### config.mk
export PLATFORM = sky130hd
export DESIGN_NAME = adc_scan_sequencer
export DESIGN_NICKNAME = d
export VERILOG_FILES = /design/src/rtl/adc_seq_pkg.sv /design/src/rtl/adc_eoc_sync.sv /design/src/rtl/adc_scan_sequencer.sv
export SDC_FILE = /design/constraint.sdc
export NUM_CORES = 1
export LEC_CHECK = 0
export ABC_AREA = 1
export BUFFER_PORTS_ARGS = -buffer_cell sky130_fd_sc_hd__buf_2
export CORE_UTILIZATION = 40
export CTS_CLUSTER_SIZE = 14
export DETAILED_ROUTE_END_ITERATION = 7
export PLACE_DENSITY = 0.71
export RECOVER_POWER = 50
export SLEW_MARGIN = 40
export SYNTH_ARGS = -nofsm -noshare
export SYNTH_HDL_FRONTEND = slang
export SYNTH_SLANG_ARGS = --single-unit
export TNS_END_PERCENT = 30
### constraint.sdc
create_clock -name pll_clk -period 2.9 [get_ports pll_clk]
set_clock_uncertainty 0.05 [all_clocks]
set_input_delay 0.29 -clock pll_clk [delete_from_list [all_inputs] [get_ports pll_clk]]
set_output_delay 0.29 -clock pll_clk [all_outputs]
set_load 0.01 [all_outputs]
### src/rtl/adc_seq_pkg.sv
// Shared types and widths for the ADC scan sequencer.
//   state_t : sequencer FSM states
//   ADC_DW  : ADC sample width
//   CH_W    : channel index width
//   CH_N    : number of scannable channels
package adc_seq_pkg;

    localparam int ADC_DW = 12;
    localparam int CH_W   = 5;
    localparam int CH_N   = 32;

    typedef enum logic [1:0] {
        IDLE,
        SETTLE,
        CONVERT,
        CAPTURE
    } state_t;

endpackage

### src/rtl/adc_eoc_sync.sv
// Brings the ADC end-of-conversion flag into the pll_clk domain and turns
// its rising edge into a single-cycle pulse.
//   clk      in  : sampling clock
//   rst_n    in  : synchronous reset, active-low
//   eoc      in  : end-of-conversion from the ADC wrapper (asynchronous)
//   eoc_rise out : one-cycle pulse on a synchronised rising edge of eoc
module adc_eoc_sync (
    input  logic clk,
    input  logic rst_n,
    input  logic eoc,
    output logic eoc_rise
);

    logic meta;
    logic sync;
    logic sync_d;

    always_ff @(posedge clk) begin
        if (!rst_n) begin
            meta   <= 1'b0;
            sync   <= 1'b0;
            sync_d <= 1'b0;
        end else begin
            meta   <= eoc;
            sync   <= meta;
            sync_d <= sync;
        end
    end

    // eoc rising before edge N is acted on by the FSM at edge N+2.
    assign eoc_rise = sync & ~sync_d;

endmodule

### src/rtl/adc_scan_sequencer.sv
// Round-robin scanner for the MAX10 hard-ADC wrapper. Selects each enabled
// channel in turn, lets the mux settle, starts a conversion, waits for eoc and
// hands the result plus its channel tag to a 1-deep valid/ready output stage.
//
// Ports
//   pll_clk     in  : clock shared with the ADC wrapper
//   rst_n       in  : synchronous reset, active-low
//   enable      in  : run continuous scans while high
//   ch_mask     in  : channel enable bits, latched at every scan start
//   clr         in  : clears the sticky overrun flag
//   adc_chsel   out : channel select to wrapper
//   adc_soc     out : start of conversion to wrapper
//   adc_tsen    out : temperature-sensor enable to wrapper
//   adc_dout    in  : conversion result from wrapper
//   adc_eoc     in  : end of conversion from wrapper (asynchronous)
//   s_valid     out : sample available
//   s_ready     in  : consumer accepts sample
//   s_data      out : sample value
//   s_chan      out : channel the sample came from
//   busy        out : sequencer not idle
//   overrun     out : sticky, a sample was dropped on a full output register
//   timeout_err out : one-cycle pulse when a conversion is abandoned
//
// state   | meaning
// IDLE    | waiting for enable with a non-empty mask
// SETTLE  | chsel/tsen driven, counting down mux settling time
// CONVERT | soc high, waiting for eoc or the timeout
// CAPTURE | latch adc_dout into the output register, pick next channel
module adc_scan_sequencer
    import adc_seq_pkg::*;
#(
    parameter int SETTLE_CYC  = 8,
    parameter int TIMEOUT_CYC = 4095,
    parameter int TSD_CH      = 17
) (
    input  logic              pll_clk,
    input  logic              rst_n,
    input  logic              enable,
    input  logic [CH_N-1:0]   ch_mask,
    input  logic              clr,
    output logic [CH_W-1:0]   adc_chsel,
    output logic              adc_soc,
    output logic              adc_tsen,
    input  logic [ADC_DW-1:0] adc_dout,
    input  logic              adc_eoc,
    output logic              s_valid,
    input  logic              s_ready,
    output logic [ADC_DW-1:0] s_data,
    output logic [CH_W-1:0]   s_chan,
    output logic              busy,
    output logic              overrun,
    output logic              timeout_err
);

    localparam int TMR_MAX = (SETTLE_CYC > TIMEOUT_CYC) ? SETTLE_CYC : TIMEOUT_CYC;
    localparam int TMR_W   = $clog2(TMR_MAX + 1);
    localparam logic [TMR_W-1:0] SETTLE_LD  = TMR_W'(SETTLE_CYC - 1);
    localparam logic [TMR_W-1:0] TIMEOUT_LD = TMR_W'(TIMEOUT_CYC - 1);
    localparam logic [TMR_W-1:0] TMR_ONE    = TMR_W'(1);
    localparam logic [CH_W-1:0]  TSD_SEL    = CH_W'(TSD_CH);

    // Lowest set bit of a mask (0 when the mask is empty).
    function automatic logic [CH_W-1:0] lowest_set(input logic [CH_N-1:0] m);
        lowest_set = '0;
        for (int i = CH_N - 1; i >= 0; i--) begin
            if (m[i]) lowest_set = CH_W'(i);
        end
    endfunction

    // {found, index} of the lowest set bit strictly above cur; found=0 means
    // the scan has wrapped and this pass is complete.
    function automatic logic [CH_W:0] next_above(input logic [CH_N-1:0] m,
                                                 input logic [CH_W-1:0] cur);
        next_above = '0;
        for (int i = CH_N - 1; i >= 0; i--) begin
            if (m[i] && (i > int'(cur))) next_above = {1'b1, CH_W'(i)};
        end
    endfunction

    state_t            state;
    state_t            state_nxt;
    logic [CH_W-1:0]   chsel_q;
    logic [CH_W-1:0]   chsel_nxt;
    logic [CH_N-1:0]   mask_q;
    logic [CH_N-1:0]   mask_nxt;
    logic [TMR_W-1:0]  tmr_q;
    logic [TMR_W-1:0]  tmr_nxt;
    logic              tmo_q;
    logic              tmo_nxt;
    logic              advance;
    logic              eoc_rise;
    logic [CH_W:0]     nxt_hit;
    logic [CH_W-1:0]   first_ch;
    logic              valid_q;
    logic [ADC_DW-1:0] data_q;
    logic [CH_W-1:0]   chan_q;
    logic              ovr_q;
    logic              drop;

    adc_eoc_sync u_eoc_sync (
        .clk      (pll_clk),
        .rst_n    (rst_n),
        .eoc      (adc_eoc),
        .eoc_rise (eoc_rise)
    );

    assign nxt_hit  = next_above(mask_q, chsel_q);
    assign first_ch = lowest_set(ch_mask);

    always_ff @(posedge pll_clk) begin
        if (!rst_n) state <= IDLE;
        else        state <= state_nxt;
    end

    always_comb begin
        state_nxt = state;
        chsel_nxt = chsel_q;
        mask_nxt  = mask_q;
        tmr_nxt   = tmr_q;
        tmo_nxt   = 1'b0;
        advance   = 1'b0;
        case (state)
            IDLE: begin
                if (enable && (ch_mask != '0)) begin
                    mask_nxt  = ch_mask;
                    chsel_nxt = first_ch;
                    tmr_nxt   = SETTLE_LD;
                    state_nxt = SETTLE;
                end
            end
            SETTLE: begin
                if (tmr_q == '0) begin
                    tmr_nxt   = TIMEOUT_LD;
                    state_nxt = CONVERT;
                end else begin
                    tmr_nxt = tmr_q - TMR_ONE;
                end
            end
            CONVERT: begin
                if (eoc_rise) begin
                    state_nxt = CAPTURE;
                end else if (tmr_q == '0) begin
                    tmo_nxt = 1'b1;
                    advance = 1'b1;
                end else begin
                    tmr_nxt = tmr_q - TMR_ONE;
                end
            end
            CAPTURE: advance = 1'b1;
            default: state_nxt = IDLE;
        endcase

        // A wrap or a dropped enable ends the pass; a still-enabled scan
        // restarts from a freshly latched mask.
        if (advance) begin
            if (enable && nxt_hit[CH_W]) begin
                chsel_nxt = nxt_hit[CH_W-1:0];
                tmr_nxt   = SETTLE_LD;
                state_nxt = SETTLE;
            end else if (enable && (ch_mask != '0)) begin
                mask_nxt  = ch_mask;
                chsel_nxt = first_ch;
                tmr_nxt   = SETTLE_LD;
                state_nxt = SETTLE;
            end else begin
                tmr_nxt   = '0;
                state_nxt = IDLE;
            end
        end
    end

    always_comb begin
        adc_soc  = 1'b0;
        adc_tsen = 1'b0;
        busy     = 1'b1;
        case (state)
            IDLE:    busy = 1'b0;
            SETTLE:  adc_tsen = (chsel_q == TSD_SEL);
            CONVERT: begin
                adc_soc  = 1'b1;
                adc_tsen = (chsel_q == TSD_SEL);
            end
            CAPTURE: busy = 1'b1;
            default: busy = 1'b0;
        endcase
    end

    // A capture into a full register that is not being drained is lost.
    assign drop = (state == CAPTURE) && valid_q && !s_ready;

    always_ff @(posedge pll_clk) begin
        if (!rst_n) begin
            chsel_q <= '0;
            mask_q  <= '0;
            tmr_q   <= '0;
            tmo_q   <= 1'b0;
            valid_q <= 1'b0;
            data_q  <= '0;
            chan_q  <= '0;
            ovr_q   <= 1'b0;
        end else begin
            chsel_q <= chsel_nxt;
            mask_q  <= mask_nxt;
            tmr_q   <= tmr_nxt;
            tmo_q   <= tmo_nxt;

            if (state == CAPTURE) begin
                if (!valid_q || s_ready) begin
                    valid_q <= 1'b1;
                    data_q  <= adc_dout;
                    chan_q  <= chsel_q;
                end
            end else if (valid_q && s_ready) begin
                valid_q <= 1'b0;
            end

            // Setting wins over clr so a simultaneous drop is never lost.
            if (drop)     ovr_q <= 1'b1;
            else if (clr) ovr_q <= 1'b0;
        end
    end

    assign adc_chsel   = chsel_q;
    assign s_valid     = valid_q;
    assign s_data      = data_q;
    assign s_chan      = chan_q;
    assign overrun     = ovr_q;
    assign timeout_err = tmo_q;

endmodule

=== Word level (Yosys, flattened, before mapping) ===
Index checks and enable logic that the tools add are counted.

* Word-level logic and storage cells: 206
* Flip-flop bits (word level): 74
* Bits of input ports: 50

* Order comparisons: 31
* Multiplexer cells: 99
* Equality and inequality tests: 10
* Bitwise operators: 2
* Add/sub/neg operators: 1
* Reduce and logical (&&, ||, !) cells: 51

{| class="wikitable"
|+ Operators by type and width
! kind !! number
|-
| two-way mux 6 bit || 31
|-
| two-way mux 5 bit || 37
|-
| two-way mux 32 bit || 5
|-
| > comparator 5 bit, first input constant || 16
|-
| two-way mux 12 bit || 5
|-
| > comparator 4 x 5 -> 1 bit, first input constant || 8
|-
| logical AND 1 bit || 36
|-
| case mux 12 bit (3 select lines) || 1
|-
| nonzero test 32 bit || 1
|-
| > comparator 3 x 5 -> 1 bit, first input constant || 4
|-
| != test 3 bit, second input constant || 5
|-
| logical NOT 12 bit || 1
|-
| two-way mux 1 bit || 12
|-
| subtractor 12 x 1 -> 12 bit, second input constant || 1
|-
| > comparator 2 x 5 -> 1 bit, first input constant || 2
|-
| two-way mux 2 bit || 4
|-
| AND reduction 4 bit || 2
|-
| two-way mux 3 bit || 2
|-
| case mux 2 bit (3 select lines) || 1
|-
| AND reduction 2 bit || 3
|-
| == test 5 bit, second input constant || 1
|-
| > comparator 1 x 5 -> 1 bit, first input constant || 1
|-
| == test 2 bit, second input constant || 2
|-
| nonzero test 2 bit || 2
|-
| 10 further kinds || 11
|}

=== Depth between registers and ports, before layout ===
* Word-level depth: 37
* Depth in mapped cells: 38

=== By module ===
A second synthesis with hierarchy kept.

* Cell total of the unflattened synthesis: 693
* Area, all modules: 4,271.6 um^2

{| class="wikitable"
|+ Modules (own cells, without submodules)
! module !! times used !! area each (um^2) !! sequential area each (um^2) !! cells each
|-
| adc_scan_sequencer || 1 || 4,179.0 || 1,401.3 || 682
|-
| adc_eoc_sync || 1 || 92.6 || 60.1 || 11
|}

=== Least setup slack after synthesis ===
No wires, ideal clock.

* Kind: register to register
* Start point: reg chsel_q[4], in the netlist adc_chsel[4]
* End point: reg chsel_q[0], in the netlist adc_chsel[0]
* Path buffers: 1
* Clock period less this slack: 2.540 ns
* Arrival time: 2.360 ns
* Setup slack: 0.360 ns
* Stages on the path, launching flop included: 39
* Cell sequence: dfxtp_1 > buf_4 > nand2_4 > clkinv_2 > nand2_4 > o21ai_2 > nand2_1 > nand2_1 > nand2_1 > nand2_1 > nand2_1 > nand2_1 > nand2_1 > nand2_1 > nand2_1 > nand2_1 > nand2_1 > nand2_1 > [... 3 more ...] > nand2_1 > nand2_1 > nand2_1 > nand2_1 > nand2_1 > nand2_1 > nand2_1 > nand2_1 > nand2_1 > nand2_1 > nand2_1 > nand2_1 > nand2_1 > nand2_1 > nand2_1 > nand2_1 > nand2_1 > a21oi_2

* Cells in the longest elaborated chain, start to end: 36
* Elaborated cells between the ends (all ways): 96

{| class="wikitable"
|+ RTL lines
! what !! RTL line !! RTL
|-
| start, declared || adc_scan_sequencer.sv:82 || <nowiki>logic [CH_W-1:0] chsel_q;</nowiki>
|-
| start signal, assigned || adc_scan_sequencer.sv:202 || <nowiki>chsel_q <= chsel_nxt;</nowiki>
|-
| > comparator 5 bit || adc_scan_sequencer.sv:76 || <nowiki>if (m[i] && (i > int'(cur))) next_above = {1'b1, CH_W'(i)};</nowiki>
|-
| logical AND 1 bit || adc_scan_sequencer.sv:76 ||
|-
| two-way mux 6 bit (30 in series) || adc_scan_sequencer.sv:76 ||
|-
| two-way mux 6 bit * || adc_scan_sequencer.sv:76 ||
|-
| logical AND 1 bit || adc_scan_sequencer.sv:156 || <nowiki>if (enable && nxt_hit[CH_W]) begin</nowiki>
|-
| two-way mux 5 bit * || adc_scan_sequencer.sv:156 ||
|-
| two-way mux 5 bit * || adc_scan_sequencer.sv:155 || <nowiki>if (advance) begin</nowiki>
|}

Every way passes the cells marked *; elsewhere a longest branch is shown, timed or not.
A chain may end at the register's enable or synchronous reset.

=== Worst setup path in the final report ===
* Start point: reg chsel_q[4], in the netlist adc_chsel[4]
* End point: reg chsel_q[1], in the netlist adc_chsel[1]

The elaborated chain is that of the path after synthesis.

==> flow_summary_export.csv <==
group,metric,value,unit
global_routing,overflow,0,
critical_path,critPathBufInv,4,
clocking,htreeDepth,3,
routing,drtIter0Drc,219,
critical_path,worst_ep_arrival_time,2.87,ns
power,p_per_area,888,nW/um^2
clocking,cts_buffers,9,
place,hpwlAfterDp,8620,um
yosys,synth_flop_cell,"dfxtp_1",
yosys,synth_common_cells,"205 x nand2_1, 94 x nor2_1, 85 x inv_1, 73 x dfxtp_1, 62 x a21oi_1",
place,gp_congestion,0.966,
power,leakage,0.00251,uW
final_layout,drive_above_1_share,17.6,%
yosys,synth_cells,678,
global_routing,grt_max_degree,47,
sta,setup_violations,0,
place,port_buffers,77,
sta,hold_viol_final,0,
global_routing,grt_first_pass_wirelength,19000,um
floorplanning,die_area,10900,sq um
floorplanning,die_h,104,um
critical_path,crit_chain,"buf_4, inv_2, o311ai_1, nand2_1, nor2_1, nand2_1, nor2_1, nand2_1, nor2_1, buf_4, inv_1, o221ai_1, a31oi_1, a211oi_1",
critical_path,cp-end-kind,"flop",
yosys,synth-seq-cells,73,
yosys,yosys.area.top_type,"dfxtp_1",
power,p_sw,2040,uW
clocking,cts_tree,"built",
critical_path,crit_required,3.11,ns
final_layout,layout.nets,837,
global_routing,grt_pass1_vias,4106,
yosys,synth.most_common_cell,"nand2_1",
critical_path,path_delay_family,"simple AND/OR/NAND/NOR gates",
routing,vias,4571,
clocking,clk_latency,0.37,ns
run,cap_violations,0,
final_layout,syn_to_final_growth,23.2,%
power,fin_total_pwr,4580,uW
global_routing,antenna_found_initial,0,
yosys,async_flop_share,0,%
critical_path,cpMaxStageDelayCell,"dfxtp_4",
floorplanning,pin_count,78,
sta,finalCriticalPeriod,2.66,ns
sta,worst_slack,0.237,ns
power,intPower,2540,uW
yosys,syn_nets,734,
power,pwr-share-clk,19.0,%
critical_path,critPathKind,"reg2reg",
critical_path,crit_fanout,7,
power,switching_share,44.5,%
power,pwr-share-comb,50.3,%
yosys,avgSynthCellArea,6.18,sq um
status,status,"finished clean",
place,post-place-ws,0.0691,ns
clocking,cts_buffer_depth,2,
sta,drv_slew,0,
floorplanning,dieWidth,104,um
final_layout,num_antenna_cells,0,
sta,relSlewSlack,54.7,%
clocking,cts-root-buf,"clkbuf_8",
clocking,cts.clk_slew.worst_paths,0.09,ns
floorplanning,core_area,10200,sq um
yosys,synthDistinctLibCells,38,
clocking,hold_buffers,0,
routing,wl_per_cell,12.8,um
global_routing,grt_usage,21.8,%
floorplanning,num_rows,37,
routing,ant_nets,0,
routing,dr.pass1.iters,7,
power,peakVddDrop,0.460,mV
hold_path,hold_path_class,"in2reg",
sta,rsz0062_at_grt,"true",
power,seqPwrFrac,30.7,%
routing,drc_errors,0,
routing,wirelength,11800,um
routing,avgViaCountPerCell,4.96,
yosys,syn_area,4190,sq um
sta,period_share,91.8,%
sta,worst_pin_slew,0.678,ns
critical_path,crit_path_start_kind,"flop",
floorplanning,start_util,41.0,%
yosys,synth_edf_count,0,
sta,timing.fmax,376,MHz
critical_path,max_stage_delay,0.41,ns
clocking,numClockSinks,73,
yosys,seq_area_frac_synth,34.9,%
yosys,synth_top_area_share,34.9,%
yosys,yosys_warnings,0,
yosys,synth_area_leaders,"dfxtp_1 35%, nand2_1 18%, nor2_1 8.4%",
final timing paths:
kind | endpoint | cells after the start | slack [ns] | from
min | u_eoc_sync.meta | 3 | 0.07 | adc_eoc
max | adc_chsel[1] | 14 | 0.24 | adc_chsel[4]
max reg2reg | adc_chsel[1] | 14 | 0.24 | adc_chsel[4]
min reg2reg | u_eoc_sync.sync | 2 | 0.38 | u_eoc_sync.meta
logic make-up after synthesis:
family                   after synthesis  share of synthesized area, %
buffers and inverters                114                          11.1
adder cells (fa/ha/maj)                6                          1.79
AND/OR/NAND/NOR                      335                          31.8
AO/OA/AOI/OAI                        149                          20.2
flip-flops                            73                          34.9
XOR/XNOR                               1                         0.209
repair_timing:
item | CTS | global route
setup endpoints to repair | 5 | 43
buffers inserted | 0 | 10
gates resized for setup | 1 | 21
pin swaps | 0 | 6
worst min-delay path, stage by stage:
cell	delay, ns
buf_2	0.07
nand2_1	0.04
inv_1	0.05
metrics by stage:
stage | TNS [ns] | util (%) | instances | hold WS (ns) | cell area [sq um]
floorplan | 0 | - | 678 | 0.338 | 4190
global placement | 0 | 47.3 | 896 | 0.349 | 4840
detailed placement | 0 | 47.3 | 896 | 0.364 | 4840
CTS | 0 | 49.4 | 912 | 0.0710 | 5050
global route | -0.109 | 50.5 | 922 | 0.0760 | 5160
finish | 0 | 50.5 | 922 | 0.0700 | 5160
placed cells by master, fill, tap and decap left out, types with 5 or more instances in the layout:
cell / n
inv_1: 84
clkbuf_8: 9
a31oi_1: 8
inv_2: 7
o21ai_0: 46
buf_2: 57
nand2_1: 205
a21oi_1: 62
dfxtp_1: 68
ha_1: 6
buf_4: 35
clkbuf_1: 20
nor2_1: 89
a211oi_1: 6
nor2_2: 5
nand3_1: 16
nor3_1: 8
area by class of cell:
class	instances	area, sq um
fillers	1063	5070
multi-input cells	491	2310
flip-flops and latches	73	1480
repair buffers	113	643
inverters	93	352
well taps	136	170
clock buffers	9	124
clock inverters	7	86.3
layer usage:
layer	GRT usage, %	routed length [um]	vias up
met5	0	0	-
met2	38.2	5770	148
li1	-	-	2382
met1	25.4	5000	2009
met3	4.82	701	32
met4	9.18	301	0
state kept, by name, indices dropped and copies added, names as in the netlist:
signal,count
timeout_err,1
u_eoc_sync.sync_d,1
s_chan,5
state,2
s_data,12
mask_q,31
adc_chsel,5
tmr_q,12
u_eoc_sync.sync,1
s_valid,1
u_eoc_sync.meta,1
overrun,1
power by group through the flow:
stage                     clock, uW  combinational, uW  sequential, uW
after global placement            0               2090            1400
after floorplan                   0               1470            1370
after global routing            924               2600            1430
after detailed placement          0               2090            1400
after CTS                       889               2110            1380
final                           872               2310            1410
Power figures use the tool's default switching activity.
